===== src/rtl/jpeb_mmio_pkg.sv =====
// rtl/jpeb_mmio_pkg.sv - shared MMIO UART constants, FSM encoding and status layout
package jpeb_mmio_pkg;

  typedef enum logic [1:0] {
    IDLE  = 2'd0,
    START = 2'd1,
    DATA  = 2'd2,
    STOP  = 2'd3
  } uart_state_t;

  localparam logic [15:0] UART_TX_ADDR   = 16'hFFF0;
  localparam logic [15:0] UART_STAT_ADDR = 16'hFFF1;

  localparam int STAT_BUSY_BIT = 0;
  localparam int STAT_FULL_BIT = 1;
  localparam int STAT_OVF_BIT  = 2;

  // Status word as seen by the CPU; all other bits read as zero.
  function automatic logic [15:0] status_word(input logic ovf, input logic full, input logic busy);
    logic [15:0] w;
    w = '0;
    w[STAT_OVF_BIT]  = ovf;
    w[STAT_FULL_BIT] = full;
    w[STAT_BUSY_BIT] = busy;
    return w;
  endfunction

endpackage


===== src/rtl/sync_fifo.sv =====
// rtl/sync_fifo.sv - single-clock FIFO with registered occupancy
module sync_fifo #(
  parameter int WIDTH = 8,
  parameter int DEPTH = 16
) (
  input  logic                     clk,
  input  logic                     rst_n,
  input  logic                     push,
  input  logic                     pop,
  input  logic [WIDTH-1:0]         din,
  output logic [WIDTH-1:0]         dout,
  output logic [$clog2(DEPTH):0]   level,
  output logic                     full,
  output logic                     empty
);

  localparam int AW = $clog2(DEPTH);

  logic [WIDTH-1:0] mem [DEPTH];
  logic [AW-1:0]    wr_ptr;
  logic [AW-1:0]    rd_ptr;
  logic             do_push;
  logic             do_pop;

  assign full  = (level == (AW+1)'(DEPTH));
  assign empty = (level == '0);
  assign dout  = mem[rd_ptr];

  // A push into a full FIFO is still legal when the head leaves in the same cycle.
  assign do_pop  = pop && !empty;
  assign do_push = push && (!full || do_pop);

  // Storage array: written only, never reset.
  always_ff @(posedge clk) begin
    if (do_push) mem[wr_ptr] <= din;
  end

  // Pointers wrap naturally since DEPTH is a power of two.
  always_ff @(posedge clk or negedge rst_n) begin
    if (!rst_n) begin
      wr_ptr <= '0;
      rd_ptr <= '0;
      level  <= '0;
    end else begin
      if (do_push) wr_ptr <= wr_ptr + 1'b1;
      if (do_pop)  rd_ptr <= rd_ptr + 1'b1;
      case ({do_push, do_pop})
        2'b10:   level <= level + 1'b1;
        2'b01:   level <= level - 1'b1;
        default: level <= level;
      endcase
    end
  end

endmodule


===== src/rtl/mmio_uart_tx.sv =====
// rtl/mmio_uart_tx.sv - memory-mapped UART transmitter with byte FIFO and status register
module mmio_uart_tx
  import jpeb_mmio_pkg::*;
#(
  parameter int          CLKS_PER_BIT = 434,
  parameter int          FIFO_DEPTH   = 16,
  parameter logic [15:0] TX_ADDR      = UART_TX_ADDR,
  parameter logic [15:0] STAT_ADDR    = UART_STAT_ADDR
) (
  input  logic                          clk,
  input  logic                          rst_n,
  input  logic                          mem_write_en,
  input  logic [15:0]                   mem_write_addr,
  input  logic [15:0]                   mem_write_data,
  input  logic [15:0]                   mmio_rd_addr,
  output logic                          mmio_rd_hit,
  output logic [15:0]                   mmio_rd_data,
  output logic                          tx,
  output logic [$clog2(FIFO_DEPTH):0]   fifo_level
);

  localparam logic [15:0] BAUD_LAST = 16'(CLKS_PER_BIT - 1);

  uart_state_t state;
  logic [15:0] baud;
  logic [2:0]  bit_idx;
  logic [7:0]  shift;
  logic        overflow;

  logic        fifo_full;
  logic        fifo_empty;
  logic [7:0]  fifo_dout;
  logic        tx_wr;
  logic        stat_wr;
  logic        pop;
  logic        baud_done;
  logic        busy;
  logic        unused_data_hi;

  assign unused_data_hi = ^mem_write_data[15:8];

  assign tx_wr     = mem_write_en && (mem_write_addr == TX_ADDR);
  assign stat_wr   = mem_write_en && (mem_write_addr == STAT_ADDR);
  assign baud_done = (baud == BAUD_LAST);

  // The head leaves the FIFO when idle, or at the last stop-bit cycle for a gapless next frame.
  assign pop = !fifo_empty && ((state == IDLE) || ((state == STOP) && baud_done));

  assign busy         = (state != IDLE) || !fifo_empty;
  assign mmio_rd_hit  = (mmio_rd_addr == STAT_ADDR);
  assign mmio_rd_data = mmio_rd_hit ? status_word(overflow, fifo_full, busy) : 16'h0000;

  sync_fifo #(
    .WIDTH (8),
    .DEPTH (FIFO_DEPTH)
  ) u_fifo (
    .clk   (clk),
    .rst_n (rst_n),
    .push  (tx_wr),
    .pop   (pop),
    .din   (mem_write_data[7:0]),
    .dout  (fifo_dout),
    .level (fifo_level),
    .full  (fifo_full),
    .empty (fifo_empty)
  );

  // Sticky overflow: a dropped byte sets it and wins over a same-cycle clear.
  always_ff @(posedge clk or negedge rst_n) begin
    if (!rst_n) begin
      overflow <= 1'b0;
    end else if (tx_wr && fifo_full && !pop) begin
      overflow <= 1'b1;
    end else if (stat_wr) begin
      overflow <= 1'b0;
    end
  end

  // Serializer: tx is registered and updated together with each state or bit change.
  always_ff @(posedge clk or negedge rst_n) begin
    if (!rst_n) begin
      state   <= IDLE;
      tx      <= 1'b1;
      baud    <= '0;
      bit_idx <= '0;
      shift   <= '0;
    end else begin
      case (state)
        IDLE: begin
          tx <= 1'b1;
          if (!fifo_empty) begin
            state <= START;
            shift <= fifo_dout;
            tx    <= 1'b0;
            baud  <= '0;
          end
        end
        START: begin
          if (baud_done) begin
            state   <= DATA;
            tx      <= shift[0];
            baud    <= '0;
            bit_idx <= '0;
          end else begin
            baud <= baud + 1'b1;
          end
        end
        DATA: begin
          if (baud_done) begin
            baud <= '0;
            if (bit_idx == 3'd7) begin
              state <= STOP;
              tx    <= 1'b1;
            end else begin
              shift   <= shift >> 1;
              tx      <= shift[1];
              bit_idx <= bit_idx + 1'b1;
            end
          end else begin
            baud <= baud + 1'b1;
          end
        end
        STOP: begin
          if (baud_done) begin
            baud <= '0;
            if (!fifo_empty) begin
              state <= START;
              shift <= fifo_dout;
              tx    <= 1'b0;
            end else begin
              state <= IDLE;
              tx    <= 1'b1;
            end
          end else begin
            baud <= baud + 1'b1;
          end
        end
        default: begin
          state <= IDLE;
          tx    <= 1'b1;
          baud  <= '0;
        end
      endcase
    end
  end

endmodule


===== config.mk =====
export PLATFORM = sky130hd
export DESIGN_NAME = mmio_uart_tx
export DESIGN_NICKNAME = d
export VERILOG_FILES = /design/src/rtl/jpeb_mmio_pkg.sv /design/src/rtl/sync_fifo.sv /design/src/rtl/mmio_uart_tx.sv
export SDC_FILE = /design/constraint.sdc
export NUM_CORES = 1
export LEC_CHECK = 0
export CAP_MARGIN = 0
export CELL_PAD_IN_SITES_DETAIL_PLACEMENT = 1
export CELL_PAD_IN_SITES_GLOBAL_PLACEMENT = 1
export CORE_MARGIN = 2
export CORE_UTILIZATION = 48
export CTS_CLUSTER_DIAMETER = 80
export DETAILED_ROUTE_END_ITERATION = 16
export GPL_ROUTABILITY_DRIVEN = 1
export PLACE_DENSITY_LB_ADDON = 0.12
export SETUP_SLACK_MARGIN = 0.05
export SYNTH_ARGS = -nofsm -noshare
export SYNTH_HDL_FRONTEND = slang
export SYNTH_SLANG_ARGS = --single-unit

===== constraint.sdc =====
create_clock -name clk -period 4.45 [get_ports clk]
set_clock_uncertainty 0.15 [all_clocks]
set_input_delay 0.6675 -clock clk [delete_from_list [all_inputs] [get_ports clk]]
set_output_delay 0.6675 -clock clk [all_outputs]
set_load 0.1 [all_outputs]

==> results.txt <==
----------------------------------------------------
[STA]
  Pins over their slew limit ... 0
  Post-layout minimum cycle time ... 3699 ps
  Fmax ... 270.4 MHz
  Transition time of the tightest slew-check pin ... 1151 ps
  Sum of negative setup slack ... 0 ps
  Setup repair after global routing missed its margin ... no
  Hold violation total from the final report ... 0
  Tightest slew margin relative to the limit ... 0.2324
  Finish-stage setup viols ... 0
  Final period utilization ... 0.8312
  Fin Hold WS ... 309.3 ps

[Clocking]
  Max Buffers Root-to-Sink ... 2
  Number of setup buffers added after CTS ... 0
  TritonCTS sink count ... 172
  Buffer cell driving the clock tree root ... sky130_fd_sc_hd__clkbuf_16
  Skew-Pair Late Insertion Delay ... 430 ps
  Number of clock buffers inserted by TritonCTS ... 17
  Clock-pin slew of the registers on the worst-case setup and hold paths ... 70 ps
  Resize count post-CTS ... 0
  CTS HTree Levels ... 4
  CTS tree ... done
  Hold bufs inserted after CTS ... 0

[Floorplanning]
  Height of the die ... 131.2 µm
  Starting density of the core ... 0.4907
  Number of rows created at floorplan ... 46
  Die Area ... 0.01721 mm²
  Area of the core region ... 0.01583 mm²
  IO Pins ... 74
  Chip width ... 131.2 µm

[Route]
  Wire length per cell ... 22.92 µm
  First drt pass iteration count ... 4
  Drt initial violations ... 355
  Via count normalized by instance count ... 5.750
  Routed via count ... 4663
  Number of nets with antenna violations after detailed routing ... 0
  Post-route DRC ... 0
  Total routed wirelength ... 18590 µm

[Cells and area]
  Nets ... 653
  Number of filler instances in the final layout ... 1480
  Layout Area Growth over Synthesis ... 16.22%
  Number of diodes added for antenna fixing ... 0
  Share of cells above drive strength 1 ... 0.1277

[Power and ir drop]
  Worst-case vdd ir drop ... 293.9 µV
  Power density over cell area ... 605.8 mW/mm²
  Leakage dissipation ... 0.003382 µW

[Logic synthesis]
  Count of synthesis-stage warnings from yosys ... 0
  Total of flip-flops plus latches after synthesis ... 172
  Sequential fraction of the synthesis area ... 0.6369
  Average size of a mapped cell ... 14.68 µm²
  Number of standard cells after synthesis ... 529
  Number of enable flip-flop cells after synthesis ... 128
  Post-synthesis instance area ... 0.007766 mm²
  Post-synth ARST share ... 0.2558
  Yosys top cell area share ... 0.4949
  Number of unique standard cell types used by synthesis ... 63
  Cell type with the highest aggregate area in the netlist ... sky130_fd_sc_hd__edfxtp_1
  Predominant post-synthesis flop cell ... sky130_fd_sc_hd__edfxtp_1
  Largest cells by area after synthesis ... sky130_fd_sc_hd__edfxtp_1 49%, sky130_fd_sc_hd__dfrtp_1 14%, sky130_fd_sc_hd__mux2i_1 5.4%

[Global route]
  Met1 usage in global routing ... 0.2868
  Largest net degree at the start of global routing ... 45
  Overall routing resource usage ... 0.2256
  Vias in the first global route ... 5237
  Remaining global-route overflow ... 0
  Met3 Resource Use GR ... 0.05054
  Grt met2 use ... 0.3889
  Gr busiest metal ... met2
  Initial antenna violation count ... 0
  Wire length of the first global-routing pass ... 29440 µm

[Outcome]
  Outcome ... complete, no violations

[Placement]
  Placed wire-length estimate ... 12220 µm
  Final weighted congestion in routability-driven placement ... 0.7591
  Number of buffers inserted by port buffering ... 52

[Critical path]
  CP endpoint kind ... flip-flop
  Kind of critical path ... reg2reg
  Required arrival time at the worst endpoint ... 4620 ps
  Maximum net fanout on the critical path ... 9
  Launching element type of the critical path ... flip-flop
  Depth of the worst register-to-register path ... 13
  Arrival @ worst endpoint ... 3870 ps

[Min path]
  Path type of the worst min-delay path ... in2async

[Job]
  Number of max-cap violations ... 0

----------------------------------------------------
final timing paths:
check	startpoint	end	slack (ps)
worst max-delay path	baud[1]$_DFFE_PN0N_	u_fifo.level[4]$_DFFE_PN0P_	750
worst min-delay path	rst_n	baud[6]$_DFFE_PN0N_	310
worst max register to register	baud[1]$_DFFE_PN0N_	u_fifo.level[4]$_DFFE_PN0P_	750
worst min register to register	tx$_DFFE_PN1P_	tx$_DFFE_PN1P_	340
max in group asynchronous	rst_n	u_fifo.rd_ptr[0]$_DFFE_PN0P_	3070
min in group clk	tx$_DFFE_PN1P_	tx$_DFFE_PN1P_	340
power breakdown:
group / switching [µW] / total (µW) / internal (µW)
registers: 185 / 2030 / 1850
logic: 1110 / 1890 / 774
clock network: 652 / 1550 / 896
per-layer routing:
layer	part of all wire	wire length, µm
met1	0.43	7980
met3	0.039	732
met4	0.015	283
met2	0.52	9591
met5	0	0
flip-flops by register name (all words and copies together) (netlist names):
signal / count
baud: 16
bit_idx: 3
overflow: 1
shift: 8
u_fifo.level: 5
u_fifo.mem: 128
u_fifo.rd_ptr: 4
tx: 1
state: 2
u_fifo.wr_ptr: 4
synthesized netlist by cell type, types with 4 or more instances:
cell type / count
sky130_fd_sc_hd__ha_1: 19
sky130_fd_sc_hd__nor2_1: 18
sky130_fd_sc_hd__xnor2_1: 4
sky130_fd_sc_hd__dfrtp_1: 43
sky130_fd_sc_hd__o21ai_0: 31
sky130_fd_sc_hd__edfxtp_1: 128
sky130_fd_sc_hd__nor4_1: 4
sky130_fd_sc_hd__inv_1: 18
sky130_fd_sc_hd__nand3_1: 7
sky130_fd_sc_hd__buf_2: 10
sky130_fd_sc_hd__a22oi_1: 14
sky130_fd_sc_hd__a221o_1: 6
sky130_fd_sc_hd__nand4_1: 11
sky130_fd_sc_hd__buf_4: 14
sky130_fd_sc_hd__a21oi_1: 17
sky130_fd_sc_hd__clkbuf_1: 8
sky130_fd_sc_hd__mux2_2: 4
sky130_fd_sc_hd__nor2b_1: 8
sky130_fd_sc_hd__and3_1: 15
sky130_fd_sc_hd__nand2_1: 21
sky130_fd_sc_hd__xor2_1: 8
sky130_fd_sc_hd__mux2i_1: 42
sky130_fd_sc_hd__mux4_2: 18
cells in the final DEF, fill, tap and decap left out, types with 4 or more instances in the layout:
cell type,n
sky130_fd_sc_hd__a21oi_1,17
sky130_fd_sc_hd__buf_4,10
sky130_fd_sc_hd__xnor2_1,4
sky130_fd_sc_hd__clkdlybuf4s50_1,47
sky130_fd_sc_hd__nand4_1,11
sky130_fd_sc_hd__a22oi_1,14
sky130_fd_sc_hd__clkbuf_16,17
sky130_fd_sc_hd__nor4_1,4
sky130_fd_sc_hd__inv_1,18
sky130_fd_sc_hd__edfxtp_1,128
sky130_fd_sc_hd__mux4_2,18
sky130_fd_sc_hd__inv_6,7
sky130_fd_sc_hd__nand3_1,7
sky130_fd_sc_hd__dfrtp_1,42
sky130_fd_sc_hd__and3_1,15
sky130_fd_sc_hd__nor2b_1,8
sky130_fd_sc_hd__a221o_1,6
sky130_fd_sc_hd__mux2i_1,42
sky130_fd_sc_hd__conb_1,13
sky130_fd_sc_hd__ha_1,19
sky130_fd_sc_hd__nand2_1,21
sky130_fd_sc_hd__nor2_1,18
sky130_fd_sc_hd__mux2_2,4
sky130_fd_sc_hd__o21ai_0,31
sky130_fd_sc_hd__xor2_1,8
cell families after synthesis:
group / count (synthesis) / share of synthesized area
flops: 172 / 0.6369
simple gates: 112 / 0.08523
mux: 65 / 0.1141
fa+ha+maj: 20 / 0.03319
xor+xnor: 12 / 0.01353
other cells: 1 / 0.0004829
buf+inv: 54 / 0.03641
compound gates: 93 / 0.08023
metrics by stage:
stage          power [µW]  utilization  instance area [µm²]  instances  setup WS, ps
2_1_floorplan        3443            -                 7811        541         490.0
3_3_place_gp         3846       0.5319                 8418        779         656.3
3_5_place_dp         3942       0.5319                 8418        779         533.0
4_1_cts              5512       0.5703                 9026        811         760.3
5_1_grt              5732       0.5703                 9026        811         535.7
6_report             5468       0.5703                 9026        811         751.1
critical path, stage by stage, from the launching register on:
cell,delay (ps)
sky130_fd_sc_hd__dfrtp_1,410
sky130_fd_sc_hd__inv_1,90
sky130_fd_sc_hd__ha_1,150
sky130_fd_sc_hd__and4bb_2,280
sky130_fd_sc_hd__and4_1,470
sky130_fd_sc_hd__a21oi_1,220
sky130_fd_sc_hd__nor2_1,370
sky130_fd_sc_hd__ha_1,370
sky130_fd_sc_hd__ha_1,320
sky130_fd_sc_hd__a21o_1,180
sky130_fd_sc_hd__a21oi_1,170
sky130_fd_sc_hd__xor2_1,160
sky130_fd_sc_hd__nor2_1,80
sky130_fd_sc_hd__xor2_1,150
cell type report:
cell class                      count  area, µm²  area share
Inverter                           18      67.56    0.007485
Tap cell                          216      270.3     0.02994
Multi-Input combinational cell    315       2582      0.2861
Sequential cell                   172       4947      0.5481
Timing Repair Buffer               58      550.5     0.06099
Clock inverter                     14      178.9     0.01982
Clock buffer                       18      429.2     0.04755
Power figures use the tool's default switching activity.
